File: config.mk
export PLATFORM = sky130hd
export DESIGN_NAME = serv_uart_loader
export DESIGN_NICKNAME = d
export VERILOG_FILES = /design/src/rtl/serv_uart_loader.sv
export SDC_FILE = /design/constraint.sdc
export NUM_CORES = 1
export LEC_CHECK = 0
export BUFFER_PORTS_ARGS = -buffer_cell sky130_fd_sc_hd__buf_2
export CORE_ASPECT_RATIO = 1.25
export CORE_UTILIZATION = 60
export CTS_BUF_LIST = sky130_fd_sc_hd__clkbuf_4
export CTS_CLUSTER_DIAMETER = 150
export DETAILED_ROUTE_END_ITERATION = 10
export GPL_TIMING_DRIVEN = 0
export MAX_ROUTING_LAYER = met4
export PLACE_DENSITY = 0.84
export SLEW_MARGIN = 10
export SYNTH_ARGS = -nofsm -noshare
export SYNTH_HDL_FRONTEND = slang
export SYNTH_SLANG_ARGS = --single-unit
File: constraint.sdc
create_clock -name clk -period 3.7 [get_ports clk]
set_clock_uncertainty 0.15 [all_clocks]
set_input_delay 0.555 -clock clk [delete_from_list [all_inputs] [get_ports clk]]
set_output_delay 0.555 -clock clk [all_outputs]
set_load 0.1 [all_outputs]
File: src/rtl/serv_uart_loader.sv
// UART program loader for the SERV SoC.
// Receives a framed image (A5, len_lo, len_hi, data bytes...) on a UART pin,
// writes it word by word over a Wishbone-style write port, then releases the
// core from reset.
module serv_uart_loader #(
    parameter int CLKS_PER_BIT = 16,
    parameter int MEM_WORDS    = 1024,
    parameter int AW           = 12
) (
    input  logic          clk,
    input  logic          reset,
    input  logic          rx,
    output logic          core_rst,
    output logic [AW-1:0] mem_adr,
    output logic [31:0]   mem_dat,
    output logic [3:0]    mem_sel,
    output logic          mem_we,
    output logic          mem_stb,
    input  logic          mem_ack,
    output logic          busy,
    output logic          error
);

    localparam int CW = $clog2(CLKS_PER_BIT);
    localparam logic [CW-1:0] HALF_M1 = CW'(CLKS_PER_BIT / 2 - 1);
    localparam logic [CW-1:0] FULL_M1 = CW'(CLKS_PER_BIT - 1);

    localparam logic [1:0] RX_IDLE  = 2'd0;
    localparam logic [1:0] RX_START = 2'd1;
    localparam logic [1:0] RX_DATA  = 2'd2;
    localparam logic [1:0] RX_STOP  = 2'd3;

    localparam logic [2:0] SYNC   = 3'd0;
    localparam logic [2:0] LEN_LO = 3'd1;
    localparam logic [2:0] LEN_HI = 3'd2;
    localparam logic [2:0] DATA   = 3'd3;
    localparam logic [2:0] WRITE  = 3'd4;
    localparam logic [2:0] DONE   = 3'd5;

    logic          rx_s1_q, rx_s2_q;
    logic [1:0]    rx_state_q;
    logic [CW-1:0] clk_cnt_q;
    logic [2:0]    bit_cnt_q;
    logic [7:0]    rx_byte_q;
    logic          byte_valid_q, frame_err_q;

    logic [2:0]    ld_state_q;
    logic [7:0]    len_lo_q;
    logic [15:0]   remain_q;
    logic [1:0]    bcnt_q;
    logic [AW-1:0] adr_q;
    logic [31:0]   dat_q;
    logic          stb_q, core_rst_q, busy_q, error_q;

    logic [15:0]   len_n;
    logic          too_big;

    assign len_n   = {rx_byte_q, len_lo_q};
    assign too_big = {16'd0, len_n} > 32'(MEM_WORDS);

    assign core_rst = core_rst_q;
    assign mem_adr  = adr_q;
    assign mem_dat  = dat_q;
    assign mem_stb  = stb_q;
    assign mem_we   = stb_q;
    assign mem_sel  = stb_q ? 4'hF : 4'h0;
    assign busy     = busy_q;
    assign error    = error_q;

    // Two-flop synchronizer; idles high so reset does not look like a start bit.
    always_ff @(posedge clk or posedge reset) begin
        if (reset) begin
            rx_s1_q <= 1'b1;
            rx_s2_q <= 1'b1;
        end else begin
            rx_s1_q <= rx;
            rx_s2_q <= rx_s1_q;
        end
    end

    // 8N1 receiver: mid-bit sampling, glitch reject on start, framing check on stop.
    always_ff @(posedge clk or posedge reset) begin
        if (reset) begin
            rx_state_q   <= RX_IDLE;
            clk_cnt_q    <= '0;
            bit_cnt_q    <= '0;
            rx_byte_q    <= '0;
            byte_valid_q <= 1'b0;
            frame_err_q  <= 1'b0;
        end else begin
            byte_valid_q <= 1'b0;
            frame_err_q  <= 1'b0;
            case (rx_state_q)
                RX_IDLE: begin
                    clk_cnt_q <= '0;
                    bit_cnt_q <= '0;
                    if (!rx_s2_q) rx_state_q <= RX_START;
                end
                RX_START: begin
                    if (clk_cnt_q == HALF_M1) begin
                        clk_cnt_q  <= '0;
                        rx_state_q <= rx_s2_q ? RX_IDLE : RX_DATA;
                    end else begin
                        clk_cnt_q <= clk_cnt_q + 1'b1;
                    end
                end
                RX_DATA: begin
                    if (clk_cnt_q == FULL_M1) begin
                        clk_cnt_q <= '0;
                        rx_byte_q <= {rx_s2_q, rx_byte_q[7:1]};
                        bit_cnt_q <= bit_cnt_q + 3'd1;
                        if (bit_cnt_q == 3'd7) rx_state_q <= RX_STOP;
                    end else begin
                        clk_cnt_q <= clk_cnt_q + 1'b1;
                    end
                end
                default: begin
                    if (clk_cnt_q == FULL_M1) begin
                        clk_cnt_q  <= '0;
                        rx_state_q <= RX_IDLE;
                        if (rx_s2_q) byte_valid_q <= 1'b1;
                        else         frame_err_q  <= 1'b1;
                    end else begin
                        clk_cnt_q <= clk_cnt_q + 1'b1;
                    end
                end
            endcase
        end
    end

    // Loader FSM: sync, length, assemble words, issue writes, release core.
    // An ack in WRITE wins over a byte arriving the same cycle; that byte is
    // kept as the first byte of the next word instead of being an overrun.
    always_ff @(posedge clk or posedge reset) begin
        if (reset) begin
            ld_state_q <= SYNC;
            len_lo_q   <= '0;
            remain_q   <= '0;
            bcnt_q     <= '0;
            adr_q      <= '0;
            dat_q      <= '0;
            stb_q      <= 1'b0;
            core_rst_q <= 1'b1;
            busy_q     <= 1'b0;
            error_q    <= 1'b0;
        end else begin
            case (ld_state_q)
                SYNC, DONE: begin
                    if (byte_valid_q && rx_byte_q == 8'hA5) begin
                        core_rst_q <= 1'b1;
                        busy_q     <= 1'b1;
                        error_q    <= 1'b0;
                        adr_q      <= '0;
                        ld_state_q <= LEN_LO;
                    end
                end
                LEN_LO: begin
                    if (byte_valid_q) begin
                        len_lo_q   <= rx_byte_q;
                        ld_state_q <= LEN_HI;
                    end
                end
                LEN_HI: begin
                    if (byte_valid_q) begin
                        remain_q <= len_n;
                        bcnt_q   <= '0;
                        if (len_n == 16'd0) begin
                            core_rst_q <= 1'b0;
                            busy_q     <= 1'b0;
                            ld_state_q <= DONE;
                        end else if (too_big) begin
                            error_q    <= 1'b1;
                            busy_q     <= 1'b0;
                            ld_state_q <= SYNC;
                        end else begin
                            ld_state_q <= DATA;
                        end
                    end
                end
                DATA: begin
                    if (byte_valid_q) begin
                        dat_q  <= {rx_byte_q, dat_q[31:8]};
                        bcnt_q <= bcnt_q + 2'd1;
                        if (bcnt_q == 2'd3) begin
                            stb_q      <= 1'b1;
                            ld_state_q <= WRITE;
                        end
                    end
                end
                WRITE: begin
                    if (mem_ack) begin
                        stb_q    <= 1'b0;
                        adr_q    <= adr_q + AW'(4);
                        remain_q <= remain_q - 16'd1;
                        if (remain_q == 16'd1) begin
                            core_rst_q <= 1'b0;
                            busy_q     <= 1'b0;
                            ld_state_q <= DONE;
                        end else begin
                            ld_state_q <= DATA;
                            if (byte_valid_q) begin
                                dat_q  <= {rx_byte_q, dat_q[31:8]};
                                bcnt_q <= 2'd1;
                            end
                        end
                    end else if (byte_valid_q) begin
                        error_q    <= 1'b1;
                        busy_q     <= 1'b0;
                        stb_q      <= 1'b0;
                        ld_state_q <= SYNC;
                    end
                end
                default: ld_state_q <= SYNC;
            endcase
            if (frame_err_q) begin
                error_q    <= 1'b1;
                busy_q     <= 1'b0;
                stb_q      <= 1'b0;
                ld_state_q <= SYNC;
            end
        end
    end

endmodule

==> results.md <==
* Mean post-synth cell area at 10.8 sq um
* Tcrit/Tclk final at 78.4%
* Placement Rows at 35
* Antenna-violating nets left at 0
* Worst Path Required at 3.91 ns
* Die area at 8250 sq um
* Die Y-Extent at 101 microns
* Fmax at 345 MHz
* Synth Flop Type: dfrtp_1
* Synthesized flop and latch total at 96
* Cell variety after synth at 60
* Root buffer cell: clkbuf_4
* Vias in the first global route at 3,605
* Core area at 7490 sq um
* Worst setup SP type: register
* Initial antenna violation count at 0
* Post-CTS Setup Repair Bufs at 0
* CTS clk-pin slew, worst paths at 0.16 ns
* Post-synthesis sequential area ratio at 50.8%
* Hold Vio Cnt, Final at 0
* Pins Over Slew Limit at 0
* Setup violators final at 0
* Crit path kind: reg2reg
* Synth top area cells: dfrtp_1 (49%), mux2_2 (12%), nor2_1 (2.8%)
* Syn. warnings at 0
* Slew of the pin with the lowest slew margin at 1.05 ns
* Yosys top cell by area: dfrtp_1
* Placed Area at 5150 sq um
* Clk buf depth at 2
* GRT Total Usage at 27.4%
* Status: finished clean
* Slew margin rel. at 29.3%
* Area Growth Syn to Fin at 12.3%
* Avg WL per Cell at 16.9 microns
* Initial core utilization at 63.2%
* Vias per cell at 6.10
* Share of cells above drive strength 1 at 28.5%
* Fin area at 5320 sq um
* N_diodes at 0
* Die span in x at 81.5 microns
* RePlAce Congestion at 0.959
* IO Count at 57
* Layout Nets at 519
* Number of port buffers at 54
* Via count at 3,688
* Largest net degree at the start of global routing at 71
* Worst skew pair latency at 0.47 ns
* Async S/R FF share, synth at 100%
* Drt pass-1 iters at 5
* Overall power at 3.39 mW
* DP Wirelength at 7300 microns
* Post-synth EDFFs at 0
* CTS tree: yes
* Arrival @ worst endpoint at 3.11 ns
* Cell area after synthesis at 4730 sq um
* Worst Hold Class: in2reg
* Pwr per Cell Area at 638 nW/um^2
* Leak at 2.55 nW
* Global route overflow at 0
* Crit. End Element: register
* Final wirelength at 10,200 microns
* Max-Cap Viols at 0
* Global-route wire length before repair at 16,800 microns
* VDD IR max at 0.630 mV
* RSZ-0062 raised after global routing: false
* Synthesized instance count at 440
* H-tree depth at 3
* TritonCTS Sinks at 96
* Total CTS buffers at 9
* Critical-path maximum fanout at 10
* Top-area cell type share of the netlist area at 49.2%
* Final Critical Period at 2.90 ns
* Initial drt markers at 213
* Drt drc at 0
## critical path, stage by stage, from the launching register on
cell and delay (ns):
dfrtp_1 0.48, or3_4 0.44, or4_1 0.48, buf_2 0.18
o21a_4 0.25, o21ai_4 0.28, buf_6 0.20, mux2_2 0.34
## state kept, by name, indices dropped and copies added, names as in the netlist, 2 cells and up
register / count
clk_cnt_q: 4
bit_cnt_q: 3
bcnt_q: 2
rx_state_q: 2
len_lo_q: 8
ld_state_q: 3
mem_dat: 32
remain_q: 16
rx_byte_q: 8
mem_adr: 10
## through the flow
stage	utilization, %	hold slack [ns]	setup WS [ns]	TNS, ns	cells
2_1_floorplan	-	0.195	0.495	0	441
3_3_place_gp	68.4	0.198	-0.455	-41.71	587
3_5_place_dp	68.8	0.201	0.825	0	588
4_1_cts	71.0	0.000248	0.807	0	605
5_1_grt	71.0	0.00798	0.708	0	605
6_report	71.0	0.0244	0.801	0	605
## power by group
group | internal, mW | switching [mW] | total, mW
Sequential | 1.21 | 0.163 | 1.38
Clock | 0.166 | 0.414 | 0.580
Combinational | 0.421 | 1.02 | 1.44
Total | 1.80 | 1.59 | 3.39
## metal layers
layer	GRT usage (%)	wire (microns)	vias up
met3	3.60	473	19
met1	33.1	4250	1812
li1	-	-	1728
met2	45.7	5280	129
met4	11.7	215	0
met5	-	0	-
## repair_timing
item / in CTS / in global routing
endpoints found under the hold margin: 26 / 0
hold buffers: 1 / 0
gates resized for setup: 0 / 0
## final cells by class
cell class	count	area [sq um]
well taps	92	115
inverters	10	40.0
clock buffers	9	67.6
clock inverters	7	86.3
plain buffers	29	160
fillers	550	2170
repair buffers	56	308
flip-flops and latches	96	2410
multi-input cells	306	2130
## layout by cell type (no fill, tap or decap), types with 4 or more instances in the layout
cell	instances
nand4_1	5
nand2b_1	5
nor3_1	17
a22o_1	7
nor3b_1	4
xnor2_1	4
nand3b_1	4
buf_4	7
nor4_1	10
clkbuf_1	17
clkbuf_4	9
buf_2	56
a21oi_1	23
ha_1	7
nor2_1	35
o21ai_0	25
nand2_1	26
mux2i_1	4
o22ai_1	4
o2bb2ai_1	6
dfrtp_1	93
nand3_1	11
nor2b_1	5
mux2_2	49
a31oi_1	4
inv_1	9
o31ai_1	4
## worst paths after layout
kind / startpoint / slack [ns] / cells past startpoint / end
max in group asynchronous: reset / 2.25 / 4 / rx_s2_q
min in group asynchronous: reset / 0.46 / 3 / mem_adr[10]
min: rx / 0.02 / 1 / rx_s1_q
min reg2reg: rx_s1_q / 0.22 / 0 / rx_s2_q
max reg2reg: remain_q[7] / 0.80 / 7 / mem_dat[10]
max: remain_q[7] / 0.80 / 7 / mem_dat[10]
## synth_stat cells, types with 5 or more instances
cell / count
dfrtp_1: 93
mux2_2: 49
nor2_1: 35
nand2_1: 26
o21ai_0: 25
a21oi_1: 23
clkbuf_1: 17
nor3_1: 17
nand3_1: 11
inv_1: 10
nor4_1: 10
a22o_1: 7
buf_4: 7
ha_1: 7
o2bb2ai_1: 6
nand2b_1: 5
nand4_1: 5
nor2b_1: 5
## cell families (layout without fill, tap and decap cells)
family / Yosys count / after routing / share of synthesized area, %
AOI/OAI and AO/OA: 95 / 95 / 13.5
and+or+nand+nor: 141 / 141 / 15.6
other: 1 / 2 / 0.0792
DFF: 96 / 96 / 50.8
adders and majority gates: 7 / 7 / 1.85
xor gates and xnor gates: 7 / 7 / 1.29
buffers and inverters: 39 / 111 / 4.18
muxes: 54 / 54 / 12.7
Note: power is estimated with default switching activity, not from simulation.
